$ cat src/rtl/inst_fetch_queue_if.sv
// Handshake bundle between fetch, the instruction fetch queue and the decoder.
// The queue sits on the slave modport; the fetch/decode side drives master.
interface inst_fetch_queue_if #(
  parameter int DEPTH      = 8,
  parameter int ADDR_WIDTH = 32,
  parameter int DATA_WIDTH = 32,
  parameter int CNT_W      = $clog2(DEPTH + 1)
);
  logic                  in_valid;
  logic [ADDR_WIDTH-1:0] in_pc;
  logic [DATA_WIDTH-1:0] in_instr;
  logic                  flush;
  logic                  out_ready;
  logic                  out_valid;
  logic [ADDR_WIDTH-1:0] out_pc;
  logic [DATA_WIDTH-1:0] out_instr;
  logic                  full;
  logic                  empty;
  logic [CNT_W-1:0]      count;

  modport master (
    output in_valid, in_pc, in_instr, flush, out_ready,
    input  out_valid, out_pc, out_instr, full, empty, count
  );

  modport slave (
    input  in_valid, in_pc, in_instr, flush, out_ready,
    output out_valid, out_pc, out_instr, full, empty, count
  );
endinterface

$ cat src/rtl/inst_fetch_queue.sv
// First-word-fall-through circular queue of {pc, instruction} between fetch and decode.
// Optional zero-latency empty-queue bypass enabled by defining INST_FETCH_QUEUE_BYPASS_EN.
module inst_fetch_queue #(
  parameter int DEPTH      = 8,
  parameter int ADDR_WIDTH = 32,
  parameter int DATA_WIDTH = 32,
  parameter int CNT_W      = $clog2(DEPTH + 1)
) (
  input logic               clk,
  input logic               rst_n,
  inst_fetch_queue_if.slave bus
);
  localparam int PTR_W = $clog2(DEPTH);

  logic [PTR_W-1:0]      wr_ptr_reg, wr_ptr_next;
  logic [PTR_W-1:0]      rd_ptr_reg, rd_ptr_next;
  logic [CNT_W-1:0]      count_reg, count_next;
  logic [ADDR_WIDTH-1:0] pc_mem    [DEPTH];
  logic [DATA_WIDTH-1:0] instr_mem [DEPTH];
  logic                  full, empty, push, pop;
  logic                  bypass_hit, bypass_take;

  assign full  = (count_reg == CNT_W'(DEPTH));
  assign empty = (count_reg == '0);

`ifdef INST_FETCH_QUEUE_BYPASS_EN
  // An empty queue forwards the incoming entry straight to the decoder.
  assign bypass_hit  = empty & bus.in_valid & ~bus.flush;
  assign bypass_take = bypass_hit & bus.out_ready;
`else
  assign bypass_hit  = 1'b0;
  assign bypass_take = 1'b0;
`endif

  // A bypassed entry that the decoder consumes is never written.
  assign push = bus.in_valid & ~full & ~bus.flush & ~bypass_take;
  assign pop  = ~empty & bus.out_ready & ~bus.flush;

  always_comb begin
    wr_ptr_next = wr_ptr_reg;
    rd_ptr_next = rd_ptr_reg;
    count_next  = count_reg;
    if (bus.flush) begin
      wr_ptr_next = '0;
      rd_ptr_next = '0;
      count_next  = '0;
    end else begin
      if (push) wr_ptr_next = wr_ptr_reg + PTR_W'(1);
      if (pop)  rd_ptr_next = rd_ptr_reg + PTR_W'(1);
      count_next = count_reg + CNT_W'(push) - CNT_W'(pop);
    end
  end

  always_ff @(posedge clk or negedge rst_n) begin
    if (!rst_n) begin
      wr_ptr_reg <= '0;
      rd_ptr_reg <= '0;
      count_reg  <= '0;
    end else begin
      wr_ptr_reg <= wr_ptr_next;
      rd_ptr_reg <= rd_ptr_next;
      count_reg  <= count_next;
    end
  end

  // Storage is deliberately left out of reset.
  always_ff @(posedge clk) begin
    if (push) begin
      pc_mem[wr_ptr_reg]    <= bus.in_pc;
      instr_mem[wr_ptr_reg] <= bus.in_instr;
    end
  end

  assign bus.out_valid = ~empty | bypass_hit;
  assign bus.out_pc    = empty && bypass_hit ? bus.in_pc    : pc_mem[rd_ptr_reg];
  assign bus.out_instr = empty && bypass_hit ? bus.in_instr : instr_mem[rd_ptr_reg];
  assign bus.full      = full;
  assign bus.empty     = empty;
  assign bus.count     = count_reg;
endmodule

$ cat src/flat_wrapper.sv
// flat-port wrapper written by rule: the top's interface ports become plain ports
module inst_fetch_queue_flat 
#(
  parameter int DEPTH      = 8,
  parameter int ADDR_WIDTH = 32,
  parameter int DATA_WIDTH = 32,
  parameter int CNT_W      = $clog2(DEPTH + 1)
)
  (clk, rst_n, bus_in_valid, bus_in_pc, bus_in_instr, bus_flush, bus_out_ready, bus_out_valid, bus_out_pc, bus_out_instr, bus_full, bus_empty, bus_count);
  inst_fetch_queue_if #(.DEPTH(DEPTH), .ADDR_WIDTH(ADDR_WIDTH), .DATA_WIDTH(DATA_WIDTH), .CNT_W(CNT_W)) bus_i ();
  input logic clk;
  input logic rst_n;
  input wire logic [$bits(bus_i.in_valid)-1:0] bus_in_valid;
  input wire logic [$bits(bus_i.in_pc)-1:0] bus_in_pc;
  input wire logic [$bits(bus_i.in_instr)-1:0] bus_in_instr;
  input wire logic [$bits(bus_i.flush)-1:0] bus_flush;
  input wire logic [$bits(bus_i.out_ready)-1:0] bus_out_ready;
  output wire logic [$bits(bus_i.out_valid)-1:0] bus_out_valid;
  output wire logic [$bits(bus_i.out_pc)-1:0] bus_out_pc;
  output wire logic [$bits(bus_i.out_instr)-1:0] bus_out_instr;
  output wire logic [$bits(bus_i.full)-1:0] bus_full;
  output wire logic [$bits(bus_i.empty)-1:0] bus_empty;
  output wire logic [$bits(bus_i.count)-1:0] bus_count;
  assign bus_i.in_valid = bus_in_valid;
  assign bus_i.in_pc = bus_in_pc;
  assign bus_i.in_instr = bus_in_instr;
  assign bus_i.flush = bus_flush;
  assign bus_i.out_ready = bus_out_ready;
  assign bus_out_valid = bus_i.out_valid;
  assign bus_out_pc = bus_i.out_pc;
  assign bus_out_instr = bus_i.out_instr;
  assign bus_full = bus_i.full;
  assign bus_empty = bus_i.empty;
  assign bus_count = bus_i.count;
  inst_fetch_queue #(.DEPTH(DEPTH), .ADDR_WIDTH(ADDR_WIDTH), .DATA_WIDTH(DATA_WIDTH), .CNT_W(CNT_W)) u_core (.clk(clk), .rst_n(rst_n), .bus(bus_i));
endmodule
$ cat config.mk
export PLATFORM = sky130hd
export DESIGN_NAME = inst_fetch_queue_flat
export DESIGN_NICKNAME = d
export VERILOG_FILES = /design/src/rtl/inst_fetch_queue_if.sv /design/src/rtl/inst_fetch_queue.sv /design/src/flat_wrapper.sv
export SDC_FILE = /design/constraint.sdc
export NUM_CORES = 1
export LEC_CHECK = 0
export CAP_MARGIN = 20
export CORE_ASPECT_RATIO = 0.8
export CORE_MARGIN = 2
export CORE_UTILIZATION = 38
export CTS_CLUSTER_SIZE = 16
export DETAILED_ROUTE_END_ITERATION = 6
export GPL_ROUTABILITY_DRIVEN = 0
export MAX_ROUTING_LAYER = met4
export PLACE_DENSITY = 0.55
export SYNTH_ARGS = -nofsm -noshare
export SYNTH_HDL_FRONTEND = slang
export SYNTH_SLANG_ARGS = --single-unit
$ cat constraint.sdc
create_clock -name clk -period 8.1 [get_ports clk]
set_clock_uncertainty 0.05 [all_clocks]
set_input_delay 2.025 -clock clk [delete_from_list [all_inputs] [get_ports clk]]
set_output_delay 2.025 -clock clk [all_outputs]
set_load 0.01 [all_outputs]
==> results by group <==
Logic synthesis
  • Sequential-to-total area share from yosys stat: about four fifths
  • Post-synthesis cell count: roughly 800
  • Mapped Nets: around 900
  • Mapped Area: ~20,000 sq um
  • Synth Register Bits: roughly 520
  • Synth warn: 0
  • Distinct cell type count after synthesis: 28
  • Mapped Avg Cell Area: about 24 sq um

Final layout
  • Utilization after layout: 46.2%
  • Final nets: about 1,100
  • Commonest non-fill, non-tap cells in the layout: edfxtp_1, clkdlybuf4s50_1, mux4_2
  • Commonest non-fill, non-tap cell in the layout: edfxtp_1
  • Fraction of layout cells with a size suffix above 1: about 28%
  • Fill count: ~4,300
  • Storage cell area: approximately 16,000 sq um
  • Area of the multi-input gates: roughly 4000 sq um
  • P&R area growth vs syn: 19.3%

Global route
  • Overflow after GRT: 0
  • Pin count of the biggest net entering global routing: 73
  • Antenna violations before repair: 3
  • GRT Overall Usage: between 10% and 20%
  • Vias in the first global route: around 9,400
  • Global-route wire length before repair: about 60,000 microns

Die
  • IO Pins: 140
  • Die area: 54,200 sq um
  • Chip Width: approximately 260 microns
  • Core Rows: between 70 and 80
  • Die height: between 200 and 250 microns
  • Initial Util: 38.7%
  • Core area: ~51,000 sq um

Detailed routing
  • Via count: a little under 9,000
  • DRC Markers: 0
  • Initial DRC Count: about 480
  • WL final: 40,100 microns
  • First-pass DRT Iterations: 4
  • Antenna Nets Post-Route: 0
  • Routed length per instance: ~23 microns
  • Via/cell ratio: 5.10

STA
  • Slew margin rel.: 26.2%
  • Final worst-path cycle share: 70.6%
  • Fin. Hold Viols: 0
  • Fin worst setup slack: between 2 and 2.5 ns
  • Hold_ws: approximately 0.6 ns
  • Peak Freq: between 150 and 200 MHz
  • Worst slew pin tran: around 1.1 ns
  • Setup violators final: 0
  • Tmin final: between 5 and 6 ns
  • Max Slew Vio Count: 0
  • RSZ-0062 raised after global routing: false
  • Sum of negative setup slack: 0 ns

Min path
  • Worst Hold Class: register to register
  • Hold Path Depth: 2
  • Worst hold start: u_core.wr_ptr_reg[2]
  • Hold EP: u_core.wr_ptr_reg[2]

Clock network
  • CTS tree: done
  • Number of buffers created by CTS: about 50
  • Clk_lat worst skew: between 0.5 and 0.6 ns
  • Hold_buf cts: 0
  • Setup Fix Bufs, Post-CTS: 0
  • CTS resizes: 0
  • Clock buffer depth: 3
  • Worst-path clk slew: 0.06 ns
  • H-tree depth: 2
  • CTS Sinks: between 500 and 600
  • Root Buffer: clkbuf_16

Power
  • Combinational share of power: between 10% and 20%
  • Sequential fraction of design power: between 40% and 50%
  • Max VDD drop: approximately 0.00014 V
  • Sw Share: a little under a quarter
  • Total Power: ~6500 uW
  • Power Density: about 270 nW/um^2
  • Clock share of power: between 30% and 40%
  • Pleak: 0.00724 uW
  • Psw: about 1500 uW
  • Internal power: 4950 uW

Worst setup path
  • Worst R2R End: u_core.pc_mem[7][26]
  • Reg-to-reg critical path startpoint: u_core.bus.count[2]
  • CP Capture Type: primary output
  • Critical Path Start Type: register
  • Critical path required time: just over 6 ns
  • R2R depth: 6
  • Worst-path fanout max: 47
  • R2R setup slack: 5.02 ns
  • Type of the worst setup path: register to primary output
  • CP Data Arrival Time: about 3.6 ns

Placement
  • Hpwl dp: 21,500 microns
  • Number of I/O port buffers: about 140
  • Pre-CTS WS: 2.84 ns

Flow run
  • Max-cap viol count: 0

Run status
  • Outcome: finished, final reports clean
[worst max path at each step]
| stage | from | depth (start not counted) | slack (ns) | to |
|---|---|---|---|---|
| 3_5_place_dp | bus_flush | 4 | 2.84 | u_core.pc_mem[3][17] |
| 6_report | u_core.rd_ptr_reg[1] | 4 | 2.38 | bus_out_instr[31] |
| 2_1_floorplan | bus_flush | 2 | 0.48 | u_core.instr_mem[0][0] |
| 3_3_place_gp | u_core.rd_ptr_reg[1] | 4 | 2.86 | bus_out_pc[2] |
| 5_1_grt | u_core.rd_ptr_reg[1] | 4 | 2.12 | bus_out_pc[0] |
| 4_1_cts | u_core.rd_ptr_reg[1] | 4 | 2.21 | bus_out_pc[2] |
[critical path, cell delays in order (launching register included)]
cell             delay, ns
dfrtp_4               0.72
buf_4                 0.82
mux4_2                0.61
mux2_2                0.33
clkdlybuf4s50_1       0.50
[per-stage QoR]
| step | instances | cell area (sq um) |
|---|---|---|
| floorplan | 818 | 19900 |
| global placement | 1622 | 22100 |
| detailed placement | 1622 | 22100 |
| CTS | 1716 | 23700 |
| global route | 1721 | 23700 |
| finish | 1722 | 23700 |
[synthesized netlist by cell type]
cell type / n / share of area, %
a21oi_1: 4 / 0.10
a311oi_1: 1 / 0.044
a31o_2: 2 / 0.088
and2_1: 1 / 0.031
buf_1: 7 / 0.13
buf_2: 2 / 0.050
buf_4: 2 / 0.075
buf_6: 11 / 0.62
clkbuf_1: 15 / 0.28
dfrtp_1: 10 / 1.3
edfxtp_1: 512 / 77
fa_1: 1 / 0.10
ha_1: 8 / 0.50
inv_1: 10 / 0.19
mux2_2: 64 / 3.6
mux4_2: 128 / 14
nand2_1: 3 / 0.057
nand2b_1: 5 / 0.16
nand3_1: 3 / 0.075
nand4b_1: 2 / 0.088
nor2_1: 10 / 0.19
nor2b_1: 4 / 0.13
nor3_1: 3 / 0.075
o21ai_0: 5 / 0.13
or3_1: 1 / 0.031
or3b_2: 2 / 0.088
or4_1: 1 / 0.038
xnor2_1: 1 / 0.044
[power by group through the flow]
| stage | Clock [uW] | Sequential, uW | Combinational, uW |
|---|---|---|---|
| finish | 2220 | 3130 | 1140 |
| global route | 2390 | 3140 | 1220 |
| CTS | 2290 | 3130 | 1170 |
| detailed placement | 0 | 3190 | 1170 |
| global placement | 0 | 3190 | 1160 |
| floorplan | 0 | 3150 | 680 |
[cells by family (layout without fill, tap and decap cells)]
group                    after synthesis  count (layout)  synth area share, %
flip-flops                           522             522                 78.6
adder cells (fa/ha/maj)                9               9                0.604
AND/OR/NAND/NOR                       35              35                0.956
AO/OA/AOI/OAI                         12              12                0.359
XOR/XNOR                               1               1               0.0440
multiplexers                         192             192                 18.1
other                                  0               4                    0
buffers and inverters                 47             263                 1.35
[routing by layer]
metal	global-route usage [%]	wire length (microns)	vias up
met5	-	0	-
met4	3.77	709	0
met3	3.06	2050	59
met2	23.4	18900	181
met1	21.5	18400	4708
li1	-	-	3833
[layout make-up]
type                            instances  share of cell area [%]
Antenna cell                            4                  0.0422
Clock buffer                           63                    5.57
Clock inverter                         31                   0.996
Inverter                               10                   0.158
Multi-Input combinational cell        249                    17.1
Sequential cell                       522                    65.9
Tap cell                              684                    3.61
Timing Repair Buffer                  159                    6.68
(Power assumes the default switching activity.)
